**config.mk**
```make
export PLATFORM = sky130hd
export DESIGN_NAME = compare_score_tracker
export DESIGN_NICKNAME = d
export VERILOG_FILES = /design/src/rtl/compare_score_tracker.sv
export SDC_FILE = /design/constraint.sdc
export NUM_CORES = 1
export LEC_CHECK = 0
export BUFFER_PORTS_ARGS = -buffer_cell sky130_fd_sc_hd__buf_4
export CAP_MARGIN = 0
export CORE_UTILIZATION = 44
export DETAILED_ROUTE_END_ITERATION = 6
export PLACE_DENSITY = 0.66
export SYNTH_ARGS = -nofsm -noshare
export SYNTH_HDL_FRONTEND = slang
export SYNTH_SLANG_ARGS = --single-unit
```
**constraint.sdc**
```tcl
create_clock -name clk -period 5.43 [get_ports clk]
set_input_delay 0.8145 -clock clk [delete_from_list [all_inputs] [get_ports clk]]
set_output_delay 0.8145 -clock clk [all_outputs]
set_load 0.02 [all_outputs]
```
**src/rtl/compare_score_tracker.sv**
```systemverilog
// Score keeper placed after the 4-bit magnitude comparator.
// It counts A wins, B wins and ties, detects win streaks and ends the match
// when a player reaches TARGET.
//
// Ports:
//   clk, rst            clock; synchronous active-high reset
//   cmp_valid           one-cycle strobe, comparator flags valid
//   equal, a_big, b_big comparator flags
//   clear               synchronous match restart (same effect as rst)
//   score_a, score_b    rounds won by A / B
//   ties                tied rounds, saturating
//   leader              00 level, 01 A ahead, 10 B ahead
//   game_over, winner   match ended; 01 A won, 10 B won
//   streak_flag         one-cycle pulse when a streak reaches STREAK_LEN
//   err                 sticky, illegal flag combination seen
module compare_score_tracker #(
    parameter int CNT_W      = 4,
    parameter int TARGET     = 9,
    parameter int STREAK_LEN = 3
) (
    input  logic             clk,
    input  logic             rst,
    input  logic             cmp_valid,
    input  logic             equal,
    input  logic             a_big,
    input  logic             b_big,
    input  logic             clear,
    output logic [CNT_W-1:0] score_a,
    output logic [CNT_W-1:0] score_b,
    output logic [CNT_W-1:0] ties,
    output logic [1:0]       leader,
    output logic             game_over,
    output logic [1:0]       winner,
    output logic             streak_flag,
    output logic             err
);

    localparam int SW = $clog2(STREAK_LEN + 1);

    localparam logic [SW-1:0]    SLEN  = SW'(STREAK_LEN);
    localparam logic [SW-1:0]    S_ONE = SW'(1);
    localparam logic [CNT_W-1:0] TGT   = CNT_W'(TARGET);
    localparam logic [CNT_W-1:0] C_ONE = CNT_W'(1);
    localparam logic [CNT_W-1:0] C_MAX = '1;

    localparam logic [1:0] OWN_NONE = 2'b00;
    localparam logic [1:0] OWN_A    = 2'b01;
    localparam logic [1:0] OWN_B    = 2'b10;

    typedef enum logic [1:0] {
        IDLE = 2'b00,
        PLAY = 2'b01,
        DONE = 2'b10
    } state_t;

    state_t        state;
    logic [SW-1:0] streak_cnt;
    logic [1:0]    streak_own;

    logic             legal;
    logic             take;
    logic             inc_a;
    logic             inc_b;
    logic             inc_t;
    logic [CNT_W-1:0] sa_n;
    logic [CNT_W-1:0] sb_n;
    logic [CNT_W-1:0] ties_n;
    logic [1:0]       leader_n;
    logic [SW-1:0]    cnt_n;
    logic [1:0]       own_n;
    logic             pulse;
    logic             win_a;
    logic             win_b;

    always_comb begin
        legal  = cmp_valid && $onehot({equal, a_big, b_big});
        take   = legal && (state != DONE);
        inc_a  = take && a_big;
        inc_b  = take && b_big;
        inc_t  = take && equal;

        sa_n   = inc_a ? score_a + C_ONE : score_a;
        sb_n   = inc_b ? score_b + C_ONE : score_b;
        ties_n = (inc_t && ties != C_MAX) ? ties + C_ONE : ties;

        if (sa_n > sb_n)
            leader_n = 2'b01;
        else if (sb_n > sa_n)
            leader_n = 2'b10;
        else
            leader_n = 2'b00;

        cnt_n = streak_cnt;
        own_n = streak_own;
        if (inc_a || inc_b) begin
            if (streak_own == (inc_a ? OWN_A : OWN_B)) begin
                if (streak_cnt != SLEN)
                    cnt_n = streak_cnt + S_ONE;
            end else begin
                own_n = inc_a ? OWN_A : OWN_B;
                cnt_n = S_ONE;
            end
        end else if (inc_t) begin
            own_n = OWN_NONE;
            cnt_n = '0;
        end

        // Pulse only on the transition into SLEN, not while saturated.
        pulse = (cnt_n == SLEN) && (streak_cnt != SLEN);

        win_a = inc_a && (sa_n == TGT);
        win_b = inc_b && (sb_n == TGT);
    end

    always_ff @(posedge clk) begin
        if (rst || clear) begin
            state       <= IDLE;
            score_a     <= '0;
            score_b     <= '0;
            ties        <= '0;
            leader      <= 2'b00;
            game_over   <= 1'b0;
            winner      <= 2'b00;
            streak_flag <= 1'b0;
            err         <= 1'b0;
            streak_cnt  <= '0;
            streak_own  <= OWN_NONE;
        end else begin
            streak_flag <= pulse;
            // DONE ignores strobes entirely, including for err.
            if (cmp_valid && state != DONE && !legal)
                err <= 1'b1;
            if (take) begin
                score_a    <= sa_n;
                score_b    <= sb_n;
                ties       <= ties_n;
                leader     <= leader_n;
                streak_cnt <= cnt_n;
                streak_own <= own_n;
                if (win_a || win_b) begin
                    state     <= DONE;
                    game_over <= 1'b1;
                    winner    <= win_a ? 2'b01 : 2'b10;
                end else begin
                    state <= PLAY;
                end
            end
        end
    end

endmodule

```
==> metrics.md <==
| Metric | Value |
|---|---|
| Run status | `completed` |
| GRT Overall Usage | `a little under a fifth` |
| Die H | `~57 um` |
| Mapped cell area | `0.00131 sq mm` |
| Largest area contributor in the netlist | `dfxtp_1` |
| Yosys cell types | `43` |
| Min Tclk post-route | `2.91 ns` |
| Vias per cell | `about 5.7` |
| CP max-delay cell | `fa_1` |
| Largest net degree at the start of global routing | `18` |
| Clock Skew | `0.0170 ns` |
| CP max stage delay | `around 0.56 ns` |
| Final HPWL DP | `between 2 and 2.5 mm` |
| CTS sink count | `25` |
| Crit path max fanout | `7` |
| YS warnings | `0` |
| Post-CTS setup buffer count | `0` |
| Hold Path Stages | `2` |
| Setup violators final | `0` |
| Initial Util | `between 40% and 50%` |
| WS Path Type | `in -> reg` |
| Port Buffer Count | `25` |
| Sequential share of the synthesized area | `a little under two fifths` |
| Leak | `around 0.00067 uW` |
| First drt pass iteration count | `4` |
| Worst hold path type | `reg -> reg` |
| Ant diodes | `0` |
| Synth top area cells | `dfxtp_1 38%, ha_1 6.7%, a21oi_1 3.8%, nor2_1 3.4%, xor2_1 3.3%` |
| Number of synthesized register bits | `25` |
| Place WS | `2.16 ns` |
| Setup TNS | `0 ns` |
| Global route overflow | `0` |
| Residual DRC | `0` |
| Vias | `approximately 1,200` |
| Post-synth EDFFs | `0` |
| Worst setup SP type | `input pin` |
| First-pass GRT wire length | `between 4 and 5 mm` |
| WP data arrival | `3.14 ns` |
| # resized after CTS | `0` |
| H-tree depth | `1` |
| Total of max-cap violations | `0` |
| Die width | `roughly 57 um` |
| Fmax | `0.343 GHz` |
| TritonCTS Buffers | `3` |
| Top cell type's share of synthesized area | `between 30% and 40%` |
| RSZ-0062 raised after global routing | `no` |
| Worst path buffer plus inverter count | `2` |
| Crit-path cells | `buf_4 > inv_1 > fa_1 > and3b_1 > nand3_1 > mux2_2 > ha_1 > nor2b_1 > o211a_1 > o21ai_0 > a21oi_1` |
| Setup WS post-layout | `2.52 ns` |
| Critical path depth | `11` |
| Clock Pin Slew Worst Setup and Hold Paths | `approximately 0.15 ns` |
| Full die area | `0.00320 sq mm` |
| Tightest Pin Transition | `between 0.6 and 0.7 ns` |
| CP required | `around 5.7 ns` |
| I/O pin cnt | `26` |
| Share of cells above drive strength 1 | `between 10% and 20%` |
| GPL Wtd Cong | `around 0.76` |
| Post-Route WL | `2.87 mm` |
| Syn Area/Cell | `~8.9 sq um` |
| WL per Instance | `14.1 um` |
| Peak supply drop | `0.000127 V` |
| DR iter-0 viols | `46` |
| Post-route ant nets | `0` |
| Core ar. | `roughly 0.0028 sq mm` |
| Clk buf depth | `2` |
| Vias in the first global route | `between 1,000 and 1,500` |
| Ys flop type | `dfxtp_1` |
| Hold_buf cts | `0` |
| Final nets | `188` |
| Relative slew slack | `between 50% and 60%` |
| Pwr dens | `201 mW/mm^2` |
| Root Driver | `clkbuf_4` |
| Area grow syn2layout | `18.1%` |
| R2R cell count | `8` |
| Antenna violations before repair | `0` |
| Clk_lat worst skew | `about 0.33 ns` |
| Final Max Slew Viols | `0` |
| Delay-heaviest family, CP | `adder cells` |
| Row count | `19` |
| CTS tree | `yes` |
| Mapped Nets | `around 160` |
| Kind of end point of the critical path | `flip-flop` |
| Async S/R FF share, synth | `0%` |
| Mapped Cells | `147` |
| Final period utilization | `53.6%` |
| Final hold vios | `0` |
## sequential cells by signal, summed over array words and instances, names as in the netlist
register and count:
winner 2, streak_flag 1, game_over 1, leader 2
streak_cnt 2, score_a 4, streak_own 2, score_b 4
ties 4, state 2, err 1
## cell usage in the layout (no fill, tap or decap), types with 2 or more instances in the layout
cell,instances
dfxtp_1,25
buf_4,25
nor2_1,12
a21oi_1,10
nand3_1,7
ha_1,7
nand2b_1,6
nand4_1,5
xor2_1,5
and2_1,5
nand2_1,5
o21ai_0,5
a31oi_1,5
xnor2_1,4
inv_1,4
nor2b_1,4
nor3_1,4
clkbuf_4,3
and3b_1,2
and3_1,2
mux2i_1,2
o31ai_1,2
nor4_1,2
## synthesized netlist by cell type, types with 2 or more instances
| cell | number |
|---|---|
| dfxtp_1 | 25 |
| a21oi_1 | 10 |
| and3b_1 | 2 |
| nand2_1 | 5 |
| and3_1 | 2 |
| o31ai_1 | 2 |
| mux2i_1 | 2 |
| xor2_1 | 5 |
| nand4_1 | 5 |
| nor3_1 | 4 |
| nor2b_1 | 4 |
| nor2_1 | 12 |
| ha_1 | 7 |
| nor4_1 | 2 |
| xnor2_1 | 4 |
| nand2b_1 | 6 |
| o21ai_0 | 5 |
| nand3_1 | 7 |
| and2_1 | 5 |
| inv_1 | 4 |
| clkbuf_1 | 3 |
| a31oi_1 | 5 |
## where the power goes
| group | total [uW] | internal (uW) | switching [uW] |
|---|---|---|---|
| Sequential | 187 | 185 | 1.49 |
| Combinational | 38.1 | 15.0 | 23.2 |
| Clock | 86.3 | 28.2 | 58.0 |
| Total | 311 | 228 | 82.7 |
## metal layers
| layer | routed length [um] | GRT usage [%] | vias to the layer above |
|---|---|---|---|
| met3 | 84 | 2.07 | 5 |
| met5 | 0 | 0 | - |
| met1 | 1450 | 25.6 | 547 |
| li1 | - | - | 586 |
| met4 | 46 | 8.36 | 0 |
| met2 | 1290 | 29.7 | 21 |
## worst min-delay path, cell delays in order (launching register included)
cell and delay [ns]:
dfxtp_1 0.34, inv_1 0.05, a31oi_1 0.06
## cell type report
cell class,instances,area [sq um]
Tap cell,31,38.8
Fill cell,264,1230
Inverter,5,21.3
Sequential cell,25,500
Clock inverter,1,7.51
Multi-Input combinational cell,113,771
Clock buffer,3,22.5
Timing Repair Buffer,25,188
## through the flow
| step | utilization, % | instances | cell area, sq um | total power [uW] | hold slack, ns |
|---|---|---|---|---|---|
| after global placement | 54.6 | 199 | 1520 | 228 | 0.454 |
| after global routing | 55.7 | 203 | 1550 | 326 | 0.504 |
| after CTS | 55.7 | 203 | 1550 | 314 | 0.482 |
| after detailed placement | 54.6 | 199 | 1520 | 228 | 0.460 |
| after floorplan | - | 147 | 1310 | 216 | 0.453 |
| final | 55.7 | 203 | 1550 | 311 | 0.477 |
## cell families (layout without fill, tap and decap cells)
logic type,Yosys count,after routing,synth area share [%]
adders and majority gates,8,8,8.21
AOI/OAI and AO/OA,30,30,14.8
and+or+nand+nor,63,63,27.4
xor gates and xnor gates,9,9,6.01
buffers and inverters,9,34,3.05
muxes,3,3,2.39
DFF,25,25,38.2
## final timing paths
| check | from | end | slack [ns] |
|---|---|---|---|
| max | equal | leader[1] | 2.52 |
| max reg2reg | state[0] | leader[1] | 3.24 |
| min reg2reg | game_over | game_over | 0.48 |
| min | game_over | game_over | 0.48 |
Note: power is estimated with default switching activity, not from simulation.
